===== config.mk =====
export PLATFORM = sky130hd
export DESIGN_NAME = rr_stream_mux
export DESIGN_NICKNAME = d
export VERILOG_FILES = /design/src/rtl/rr_stream_mux_pkg.sv /design/src/rtl/rr_stream_mux_arbiter.sv /design/src/rtl/rr_stream_mux.sv
export SDC_FILE = /design/constraint.sdc
export NUM_CORES = 1
export LEC_CHECK = 0
export BUFFER_PORTS_ARGS = -buffer_cell sky130_fd_sc_hd__buf_2
export CAP_MARGIN = 20
export CORE_UTILIZATION = 46
export DETAILED_ROUTE_END_ITERATION = 8
export PLACE_DENSITY = 0.89
export SYNTH_ARGS = -nofsm -noshare
export SYNTH_HDL_FRONTEND = slang
export SYNTH_SLANG_ARGS = --single-unit

===== constraint.sdc =====
create_clock -name clk -period 6.8 [get_ports clk]
set_clock_uncertainty 0.05 [all_clocks]
set_input_delay 0.34 -clock clk [delete_from_list [all_inputs] [get_ports clk]]
set_output_delay 0.34 -clock clk [all_outputs]
set_load 0.01 [all_outputs]

===== src/rtl/rr_stream_mux_pkg.sv =====
// Shared types and helpers for rr_stream_mux.
//   lock_state_e   : packet-lock state (only used when STREAM_MUX_LOCK_EN is defined)
//   outreg_state_e : occupancy of the single output register
//   MAX_NUM_IN     : largest supported channel count
//   next_ptr()     : round-robin pointer increment modulo n
package rr_stream_mux_pkg;

    typedef enum logic {
        UNLOCKED = 1'b0,
        LOCKED   = 1'b1
    } lock_state_e;

    typedef enum logic {
        EMPTY = 1'b0,
        FULL  = 1'b1
    } outreg_state_e;

    localparam int MAX_NUM_IN = 16;

    function automatic int unsigned next_ptr(input int unsigned p, input int unsigned n);
        return (p + 1 >= n) ? 0 : p + 1;
    endfunction

endpackage


===== src/rtl/rr_stream_mux_arbiter.sv =====
// rr_arbiter: purely combinational round-robin grant.
// Scans req starting at ptr, wrapping modulo NUM_IN, and grants the first
// requester found.
//   req       : request vector, bit i = channel i
//   ptr       : channel with highest priority this cycle
//   grant     : one-hot grant (all-zero when nothing requests)
//   grant_idx : index of the granted channel (0 when nothing requests)
module rr_arbiter #(
    parameter int NUM_IN = 4,
    localparam int SEL_W = ($clog2(NUM_IN) > 0) ? $clog2(NUM_IN) : 1
) (
    input  logic [NUM_IN-1:0] req,
    input  logic [SEL_W-1:0]  ptr,
    output logic [NUM_IN-1:0] grant,
    output logic [SEL_W-1:0]  grant_idx
);

    always_comb begin
        logic             found;
        logic [SEL_W-1:0] cand;
        grant     = '0;
        grant_idx = '0;
        found     = 1'b0;
        cand      = '0;
        for (int k = 0; k < NUM_IN; k++) begin
            cand = SEL_W'((int'(ptr) + k) % NUM_IN);
            if (!found && req[cand]) begin
                grant[cand] = 1'b1;
                grant_idx   = cand;
                found       = 1'b1;
            end
        end
    end

endmodule


===== src/rtl/rr_stream_mux.sv =====
// rr_stream_mux: NUM_IN:1 valid/ready stream multiplexer with internal
// round-robin arbitration and one registered output stage.
//   clk, rst            : clock, synchronous active-high reset
//   in_valid/in_ready   : per-channel handshake (at most one in_ready high)
//   in_data             : flattened channel data, channel i at [i*WIDTH +: WIDTH]
//   in_last             : last beat of packet (only with STREAM_MUX_LOCK_EN)
//   out_valid/out_ready : downstream handshake
//   out_data, out_sel   : registered beat and the channel it came from
// Optional feature macro: STREAM_MUX_LOCK_EN keeps the grant on one channel
// from its first non-last beat until its last beat.
module rr_stream_mux
    import rr_stream_mux_pkg::*;
#(
    parameter int WIDTH  = 32,
    parameter int NUM_IN = 4,
    localparam int SEL_W = ($clog2(NUM_IN) > 0) ? $clog2(NUM_IN) : 1
) (
    input  logic                    clk,
    input  logic                    rst,
    input  logic [NUM_IN-1:0]       in_valid,
    input  logic [NUM_IN*WIDTH-1:0] in_data,
    output logic [NUM_IN-1:0]       in_ready,
`ifdef STREAM_MUX_LOCK_EN
    input  logic [NUM_IN-1:0]       in_last,
`endif
    output logic                    out_valid,
    output logic [WIDTH-1:0]        out_data,
    output logic [SEL_W-1:0]        out_sel,
    input  logic                    out_ready
);

    logic [WIDTH-1:0] ch_data [NUM_IN];

    for (genvar gi = 0; gi < NUM_IN; gi++) begin : g_unpack
        assign ch_data[gi] = in_data[gi*WIDTH +: WIDTH];
    end

    outreg_state_e    out_state_reg, out_state_next;
    logic [WIDTH-1:0] out_data_reg, out_data_next;
    logic [SEL_W-1:0] out_sel_reg, out_sel_next;
    logic [SEL_W-1:0] ptr_reg, ptr_next;

    logic [NUM_IN-1:0] arb_grant;
    logic [SEL_W-1:0]  arb_idx;
    logic [NUM_IN-1:0] grant_oh;
    logic [SEL_W-1:0]  grant_idx;
    logic              load;
    logic              xfer;

    rr_arbiter #(.NUM_IN(NUM_IN)) u_arb (
        .req       (in_valid),
        .ptr       (ptr_reg),
        .grant     (arb_grant),
        .grant_idx (arb_idx)
    );

    // Register can accept when empty, or when its current beat leaves this cycle.
    assign load = (out_state_reg == EMPTY) || out_ready;

`ifdef STREAM_MUX_LOCK_EN
    lock_state_e      lock_state_reg, lock_state_next;
    logic [SEL_W-1:0] owner_reg, owner_next;

    // While locked the owner holds the grant even when idle, so no other
    // channel can slip a beat into the middle of its packet.
    always_comb begin
        grant_oh  = arb_grant;
        grant_idx = arb_idx;
        if (lock_state_reg == LOCKED) begin
            grant_oh  = NUM_IN'(1) << owner_reg;
            grant_idx = owner_reg;
        end
    end
`else
    assign grant_oh  = arb_grant;
    assign grant_idx = arb_idx;
`endif

    assign in_ready  = (load && !rst) ? grant_oh : '0;
    assign xfer      = |(in_valid & in_ready);
    assign out_valid = (out_state_reg == FULL);
    assign out_data  = out_data_reg;
    assign out_sel   = out_sel_reg;

    always_comb begin
        out_state_next = out_state_reg;
        out_data_next  = out_data_reg;
        out_sel_next   = out_sel_reg;
        ptr_next       = ptr_reg;
`ifdef STREAM_MUX_LOCK_EN
        lock_state_next = lock_state_reg;
        owner_next      = owner_reg;
`endif
        if (xfer) begin
            out_state_next = FULL;
            out_data_next  = ch_data[grant_idx];
            out_sel_next   = grant_idx;
`ifdef STREAM_MUX_LOCK_EN
            if (lock_state_reg == UNLOCKED) begin
                ptr_next = SEL_W'(next_ptr(int'(grant_idx), NUM_IN));
                if (!in_last[grant_idx]) begin
                    lock_state_next = LOCKED;
                    owner_next      = grant_idx;
                end
            end else if (in_last[owner_reg]) begin
                lock_state_next = UNLOCKED;
                ptr_next        = SEL_W'(next_ptr(int'(owner_reg), NUM_IN));
            end
`else
            ptr_next = SEL_W'(next_ptr(int'(grant_idx), NUM_IN));
`endif
        end else if (out_ready) begin
            out_state_next = EMPTY;
        end
    end

    always_ff @(posedge clk) begin
        if (rst) begin
            out_state_reg <= EMPTY;
            out_data_reg  <= '0;
            out_sel_reg   <= '0;
            ptr_reg       <= '0;
`ifdef STREAM_MUX_LOCK_EN
            lock_state_reg <= UNLOCKED;
            owner_reg      <= '0;
`endif
        end else begin
            out_state_reg <= out_state_next;
            out_data_reg  <= out_data_next;
            out_sel_reg   <= out_sel_next;
            ptr_reg       <= ptr_next;
`ifdef STREAM_MUX_LOCK_EN
            lock_state_reg <= lock_state_next;
            owner_reg      <= owner_next;
`endif
        end
    end

endmodule


==> results of run 1 <==
worst reg2reg max path: cells and delay by family, from the launching register on:
family | cells | cell delay [ps]
AOI/OAI and AO/OA | 5 | 1730
DFF | 1 | 670
adders and majority gates | 1 | 600
buffers and inverters | 2 | 540
and+or+nand+nor | 2 | 310
power by group through the flow:
stage               registers, mW  clock network (mW)  logic [mW]
floorplan                   0.377                   0       0.634
global placement            0.351                   0       0.798
detailed placement          0.356                   0       0.819
CTS                         0.351               0.203       0.821
global route                0.361               0.215       0.923
finish                      0.351               0.197       0.849
worst min path at each step:
stage,startpoint,to,slack [ps]
floorplan,out_data[11]$_SDFFE_PP0P_,out_data[11]$_SDFFE_PP0P_,430
global placement,out_data[11]$_SDFFE_PP0P_,out_data[11]$_SDFFE_PP0P_,390
detailed placement,out_data[31]$_SDFFE_PP0P_,out_data[31]$_SDFFE_PP0P_,400
CTS,out_ready,out_valid$_SDFFE_PP0P_,330
global route,out_ready,out_valid$_SDFFE_PP0P_,340
finish,out_ready,out_valid$_SDFFE_PP0P_,350
cell type report:
cell class	instances	share of cell area, %
Sequential cell	37	19.2
Inverter	6	0.583
Tap cell	75	2.43
Timing Repair Buffer	177	24.2
Clock buffer	7	2.24
Multi-Input combinational cell	223	50.6
Clock inverter	1	0.778
cell usage in the layout (no fill, tap or decap), types with 6 or more instances in the layout:
cell and n:
buf_2 173, nand2_1 60, a21oi_1 17, ha_1 7
clkbuf_8 6, a21oi_2 19, nand2_2 19, a22oi_1 9
dfxtp_1 37, mux4_2 35
metrics by stage:
stage	setup WS, ps	instances	hold WS [ps]	cell area, µm²
after floorplan	3890	293	431	2910
after CTS	2800	524	332	3810
after global routing	2430	526	336	3860
after global placement	2960	516	391	3690
final	2840	526	355	3860
after detailed placement	2820	516	397	3690
routing by layer:
layer | routed length, µm | GRT usage (%) | share of wire (%)
met3 | 619 | 4.89 | 7.7
met1 | 3090 | 27.6 | 39
met5 | 0 | 0 | 0
met2 | 4220 | 41.9 | 53
met4 | 101 | 6.96 | 1.3
synthesized netlist by cell type, drive strengths merged:
master  number  area, µm²
a211o        1       8.76
a21o         1       7.51
a21oi       36        251
a221oi       1       8.76
a22o         2       17.5
a22oi        9       67.6
a31o         2       17.5
a31oi        5       31.3
a41o         1       10.0
and3         1       11.3
and3b        1       8.76
buf         22        194
clkbuf       5       18.8
dfxtp       37        741
ha           7       87.6
inv          6       22.5
mux2i        2       20.0
mux4        35        788
nand2       79        344
nand2b       5       31.3
nand3        5       25.0
nand4        3       18.8
nor2         5       18.8
nor2b        2       20.0
nor3         4       20.0
nor3b        2       15.0
o211ai       1       7.51
o21ai        5       25.0
o21ba        1       10.0
o21bai       1       11.3
o22ai        2       18.8
o31ai        1       12.5
or3          2       12.5
xor2         1       8.76
logic make-up (layout without fill, tap and decap cells):
logic type,after synthesis,after routing
AND/OR/NAND/NOR,109,109
AO/OA/AOI/OAI,69,69
multiplexers,37,37
flip-flops,37,37
buffers and inverters,33,191
adder cells (fa/ha/maj),7,7
XOR/XNOR,1,1
==> impl_results.md, run 1 <==
* Detailed Routing Iterations Pass 1 at 4
* Synth cell types at 43
* Ant. Diodes at 0
* Routability Congestion at 0.892
* Largest family of logic cells by synthesized area: multiplexers
* Max cap viols at 0
* Sequential share of power at 25.1%
* Largest register FFs at 32
* Count of final setup violators at 0
* HP Class: in -> reg
* Vias at 2,940
* Post-CTS setup buffer count at 0
* Detailed Route WL at 8030 µm
* Final Max Tran Viols at 0
* Core Region at 6030 µm²
* First-iteration detailed-routing DRC count at 89
* Die height at 81.6 µm
* Detailed placer's ending HPWL at 6000 µm
* DRT antenna net count at 0
* Pin count of the biggest net entering global routing at 39
* Hold Vio Cnt, Final at 0
* Seq/Total Area, Yosys at 25.4%
* Site row count at 28
* VDD IR-drop max at 0.335 mV
* Worst-path cell chain: inv_2, ha_1, and3b_1, o21ai_0, o211ai_1, a211o_1, o21ba_1, buf_4, nand2_1, a21oi_1
* Synth Register Bits at 37
* Worst setup SP type: flip-flop
* Skew-Pair Late Insertion Delay at 280 ps
* Post-synthesis compound-gate area fraction at 17.4%
* Combinational group share of total power at 60.8%
* Kind of critical path: reg -> reg
* CTS Sinks at 37
* Syn_area_per_cell at 9.94 µm²
* CP max-delay cell: dfxtp_1
* Post-synthesis mux area share at 27.8%
* Outcome: finished clean
* Initial core utilization at 48.3%
* RSZ-0062 raised after global routing: false
* Synth Cell Area at 2910 µm²
* Fmax at 0.252 GHz
* P_sw at 0.574 mW
* Gr ovfl total at 0
* Vias in the first global route at 2,677
* Antenna violations before repair at 0
* Area Growth Syn to Fin at 32.6%
* Post-CTS resize count at 0
* Synth Area in Simple Gates at 18.0%
* TritonCTS clock tree: yes
* Crit Path Max Fanout at 18
* WL/cell at 15.3 µm
* FF/Latch Area at 741 µm²
* Fillcell total at 499
* Internal power at 0.823 mW
* Clock Path Buffers at 2
* R2r worst-path depth at 10
* Mapped Cells at 293
* Buffers & Inverters on Critical Path at 2
* Setup crit end: out_data[31]$_SDFFE_PP0P_
* CP required at 6960 ps
* Ys Warns at 0
* Crit-path leading delay family: compound AO/OA/AOI/OAI gates
* Critical path arrival at 4120 ps
* Relative slew slack at 40.8%
* Nets at 592
* Share of layout cells above drive strength 1 at 58.5%
* Net count after synthesis at 435
* Final core occ at 64.1%
* Clock share of power at 14.1%
* Setup Total Neg Slack at 0 ps
* Clock slew at reported path FFs at 70 ps
* Multi-input logic area at 1950 µm²
* CTS hold repair buffers at 0
* Post-Synth Adder-Cell Area at 3.01%
* Crit. End Element: flip-flop
* PwrDens at 362 nW/µm²
* Leakage at 1.75 nW
* First-pass GRT wire length at 12,000 µm
* Die width at 81.6 µm
* R2R Setup Slk at 2840 ps
* Sw frac at 41.1%
* Die outline area at 6650 µm²
* # IOs at 174
* Max H-tree Level at 2
* CTS root buffer: clkbuf_8
* Worst reg2reg path endpoint: out_data[31]$_SDFFE_PP0P_
* Total track usage at 23.3%
* DRC at 0
* Xor/xnor share of the synthesized area at 0.301%
* Total power at 1.40 mW
* Hold Crit Depth at 3
* Crit share post-route at 58.3%
* Worst Tran Pin Value at 888 ps
* Stages on worst setup path at 10
* CP max stage delay at 670 ps
* Post-layout min period at 3960 ps
* Num CTS Buffers at 5
* Vias/cell at 5.59
* I/O Buffers at 173
Power figures use the tool's default switching activity.
==> run 2, diff against run 1 <==
--- a/config.mk
+++ b/config.mk
@@ -5,11 +5,12 @@
 export SDC_FILE = /design/constraint.sdc
 export NUM_CORES = 1
 export LEC_CHECK = 0
+export ABC_AREA = 1
 export BUFFER_PORTS_ARGS = -buffer_cell sky130_fd_sc_hd__buf_2
 export CAP_MARGIN = 20
-export CORE_UTILIZATION = 46
+export CORE_UTILIZATION = 42
 export DETAILED_ROUTE_END_ITERATION = 8
-export PLACE_DENSITY = 0.89
+export PLACE_DENSITY = 0.84
 export SYNTH_ARGS = -nofsm -noshare
 export SYNTH_HDL_FRONTEND = slang
 export SYNTH_SLANG_ARGS = --single-unit
==> constraint.sdc (replaced) <==
create_clock -name clk -period 3.55 [get_ports clk]
set_clock_uncertainty 0.05 [all_clocks]
set_input_delay 0.1775 -clock clk [delete_from_list [all_inputs] [get_ports clk]]
set_output_delay 0.1775 -clock clk [all_outputs]
set_load 0.01 [all_outputs]
==> impl_results.md, run 2 <==
* Vias/cell at 4.75 (was 5.59)
* PwrDens at 885 nW/µm² (was 362 nW/µm²)
* Total power at 3.76 mW (was 1.40 mW)
* Mapped Cells at 569 (was 293)
* CTS root buffer: clkbuf_8 (unchanged)
* Vias in the first global route at 3,511 (was 2,677)
* Commonest cells after routing, fill and taps aside: nand2_1, buf_2, inv_1, nor2_1, o211ai_1 (was buf_2, nand2_1, dfxtp_1, mux4_2)
* Async SR Flop Fraction at 0% (unchanged)
* Post-synthesis compound-gate area fraction at 15.7% (was 17.4%)
* Post-synthesis mux area share at 0% (was 27.8%)
* Ant. Diodes at 0 (unchanged)
* CP required at 3730 ps (was 6960 ps)
* Largest register FFs at 32 (unchanged)
* WL/cell at 11.6 µm (was 15.3 µm)
* Die outline area at 8160 µm² (was 6650 µm²)
* Synth Register Bits at 37 (unchanged)
* Antenna violations before repair at 0 (unchanged)
* Detailed placer's ending HPWL at 7340 µm (was 6000 µm)
* Top cells by count, synth: nand2_1, inv_1, nor2_1, o211ai_1, dfxtp_1 (was nand2_1, dfxtp_1, mux4_2, a21oi_2, nand2_2)
* DRT antenna net count at 0 (unchanged)
* Largest family of logic cells by synthesized area: simple AND/OR/NAND/NOR gates (was multiplexers)
* Relative slew slack at 34.4% (was 40.8%)
* Crit. End Element: flip-flop (unchanged)
* Xor/xnor share of the synthesized area at 0.267% (was 0.301%)
* Routability Congestion at 0.895 (was 0.892)
* Seq/Total Area, Yosys at 22.6% (was 25.4%)
* Critical path arrival at 3350 ps (was 4120 ps)
* Post-synth top area cell: dfxtp_1 (was mux4_2)
* VDD IR-drop max at 0.445 mV (was 0.335 mV)
* CTS hold repair buffers at 0 (unchanged)
* I/O Buffers at 173 (unchanged)
* Post-Synth Adder-Cell Area at 2.67% (was 3.01%)
* Skew-Pair Late Insertion Delay at 280 ps (about the same)
* Vias at 3,911 (was 2,940)
* Hold Vio Cnt, Final at 0 (unchanged)
* Max H-tree Level at 2 (unchanged)
* Max cap viols at 0 (unchanged)
* HP Class: in -> reg (unchanged)
* Clock slew at reported path FFs at 80 ps (was 70 ps)
* Final Max Tran Viols at 0 (unchanged)
* Post-layout min period at 3180 ps (was 3960 ps)
* Post-CTS resize count at 0 (unchanged)
* CTS Sinks at 37 (unchanged)
* Worst Tran Pin Value at 983 ps (was 888 ps)
* Cell with the most instances after synthesis: nand2_1 (unchanged)
* Num CTS Buffers at 5 (unchanged)
* Commonest non-fill, non-tap cell in the layout: nand2_1 (was buf_2)
* Site row count at 31 (was 28)
* Final core occ at 57.4% (was 64.1%)
* Synth Cell Area at 3280 µm² (was 2910 µm²)
* Net count after synthesis at 711 (was 435)
* Kind of critical path: reg -> reg (unchanged)
* First-iteration detailed-routing DRC count at 150 (was 89)
* RSZ-0062 raised after global routing: false (unchanged)
* DRC at 0 (unchanged)
* TritonCTS clock tree: yes (unchanged)
* Leakage at 2.53 nW (was 1.75 nW)
* First-pass GRT wire length at 15,600 µm (was 12,000 µm)
* Clock Path Buffers at 2 (unchanged)
* Synth Area in Simple Gates at 41.1% (was 18.0%)
* Gr ovfl total at 0 (unchanged)
* Share of layout cells above drive strength 1 at 28.3% (was 58.5%)
* Worst setup SP type: flip-flop (unchanged)
* Core Region at 7410 µm² (was 6030 µm²)
* Count of final setup violators at 0 (unchanged)
* Nets at 866 (was 592)
* Outcome: finished clean (unchanged)
* Synth cell types at 28 (was 43)
* Synth top area share at 22.6% (was 27.1%)
* Setup Total Neg Slack at 0 ps (unchanged)
* Crit share post-route at 89.5% (was 58.3%)
* Number of flops mapped to enable cells by yosys at 0 (unchanged)
* Initial core utilization at 44.2% (was 48.3%)
* Die width at 90.3 µm (was 81.6 µm)
* Area Growth Syn to Fin at 29.7% (was 32.6%)
* # IOs at 174 (unchanged)
* Die height at 90.3 µm (was 81.6 µm)
* Pin count of the biggest net entering global routing at 65 (was 39)
* Post-CTS setup buffer count at 0 (unchanged)
* Crit Path Max Fanout at 64 (was 18)
* Main synth FF type: dfxtp_1 (unchanged)
* Detailed Route WL at 9520 µm (was 8030 µm)
* Detailed Routing Iterations Pass 1 at 4 (unchanged)
* Fmax at 0.315 GHz (was 0.252 GHz)
* Total track usage at 22.9% (was 23.3%)
* Ys Warns at 0 (unchanged)
* Syn_area_per_cell at 5.76 µm² (was 9.94 µm²)
* Top cells by area, synth: dfxtp_1, nand2_1, inv_1 (was mux4_2, dfxtp_1, nand2_1)
run 2: worst max-delay path: stages, from the launching register on:
cell,delay (ps)
dfxtp_1,470
inv_1,180
ha_1,370
inv_1,90
nand3_1,80
nand2_1,60
nor2_1,340
nand2_1,150
nand3_2,290
nand2_8,260
buf_12,270
nand2_1,90
nand3_1,80
nand2_1,110
o21ai_1,80
nor2_1,130
run 2: power breakdown:
part           switching, mW  internal [mW]  total, mW
logic                   1.82          0.991       2.81
registers             0.0909          0.567      0.658
clock network          0.155          0.136      0.291
run 2: metrics by stage:
stage / cells / setup WS [ps] / instance area [µm²] / hold slack [ps]
floorplan: 569 / 1120 / 3280 / 197
global placement: 816 / 446 / 4160 / 362
detailed placement: 816 / 252 / 4160 / 372
CTS: 824 / 248 / 4240 / 62.8
global route: 824 / 76.5 / 4250 / 82.3
finish: 824 / 371 / 4250 / 81.5
run 2: final timing paths:
check | startpoint | cells after the start | endpoint | slack [ps]
min reg2reg | out_sel[1]$_SDFFE_PP0P_ | 2 | out_sel[1]$_SDFFE_PP0P_ | 420
max | ptr_reg[1]$_SDFFE_PP0P_ | 15 | out_data[29]$_SDFFE_PP0P_ | 370
max reg2reg | ptr_reg[1]$_SDFFE_PP0P_ | 15 | out_data[29]$_SDFFE_PP0P_ | 370
min | rst | 2 | out_sel[1]$_SDFFE_PP0P_ | 80
run 2: cell families (layout without fill, tap and decap cells):
| family | after synthesis | after routing |
|---|---|---|
| fa+ha+maj | 7 | 7 |
| compound gates | 73 | 73 |
| buf+inv | 140 | 296 |
| simple gates | 311 | 311 |
| flops | 37 | 37 |
| xor+xnor | 1 | 1 |
run 2: cell type report:
class / instances / area (µm²)
inverters: 110 / 413
clock buffers: 5 / 68.8
flip-flops and latches: 37 / 742
well taps: 99 / 124
multi-input cells: 392 / 1970
clock inverters: 3 / 17.5
repair buffers: 178 / 916
fillers: 762 / 3160
run 2: layer usage:
metal  vias up  global-route usage, %  wire, µm  share of wire [%]
met4         0                   6.32       162                1.7
met1      1679                   27.5      3990                 42
met3        18                   5.39       616                6.5
met2       149                   40.8      4760                 50
met5         -                      0         0                  0
li1       2065                      -         -                  -
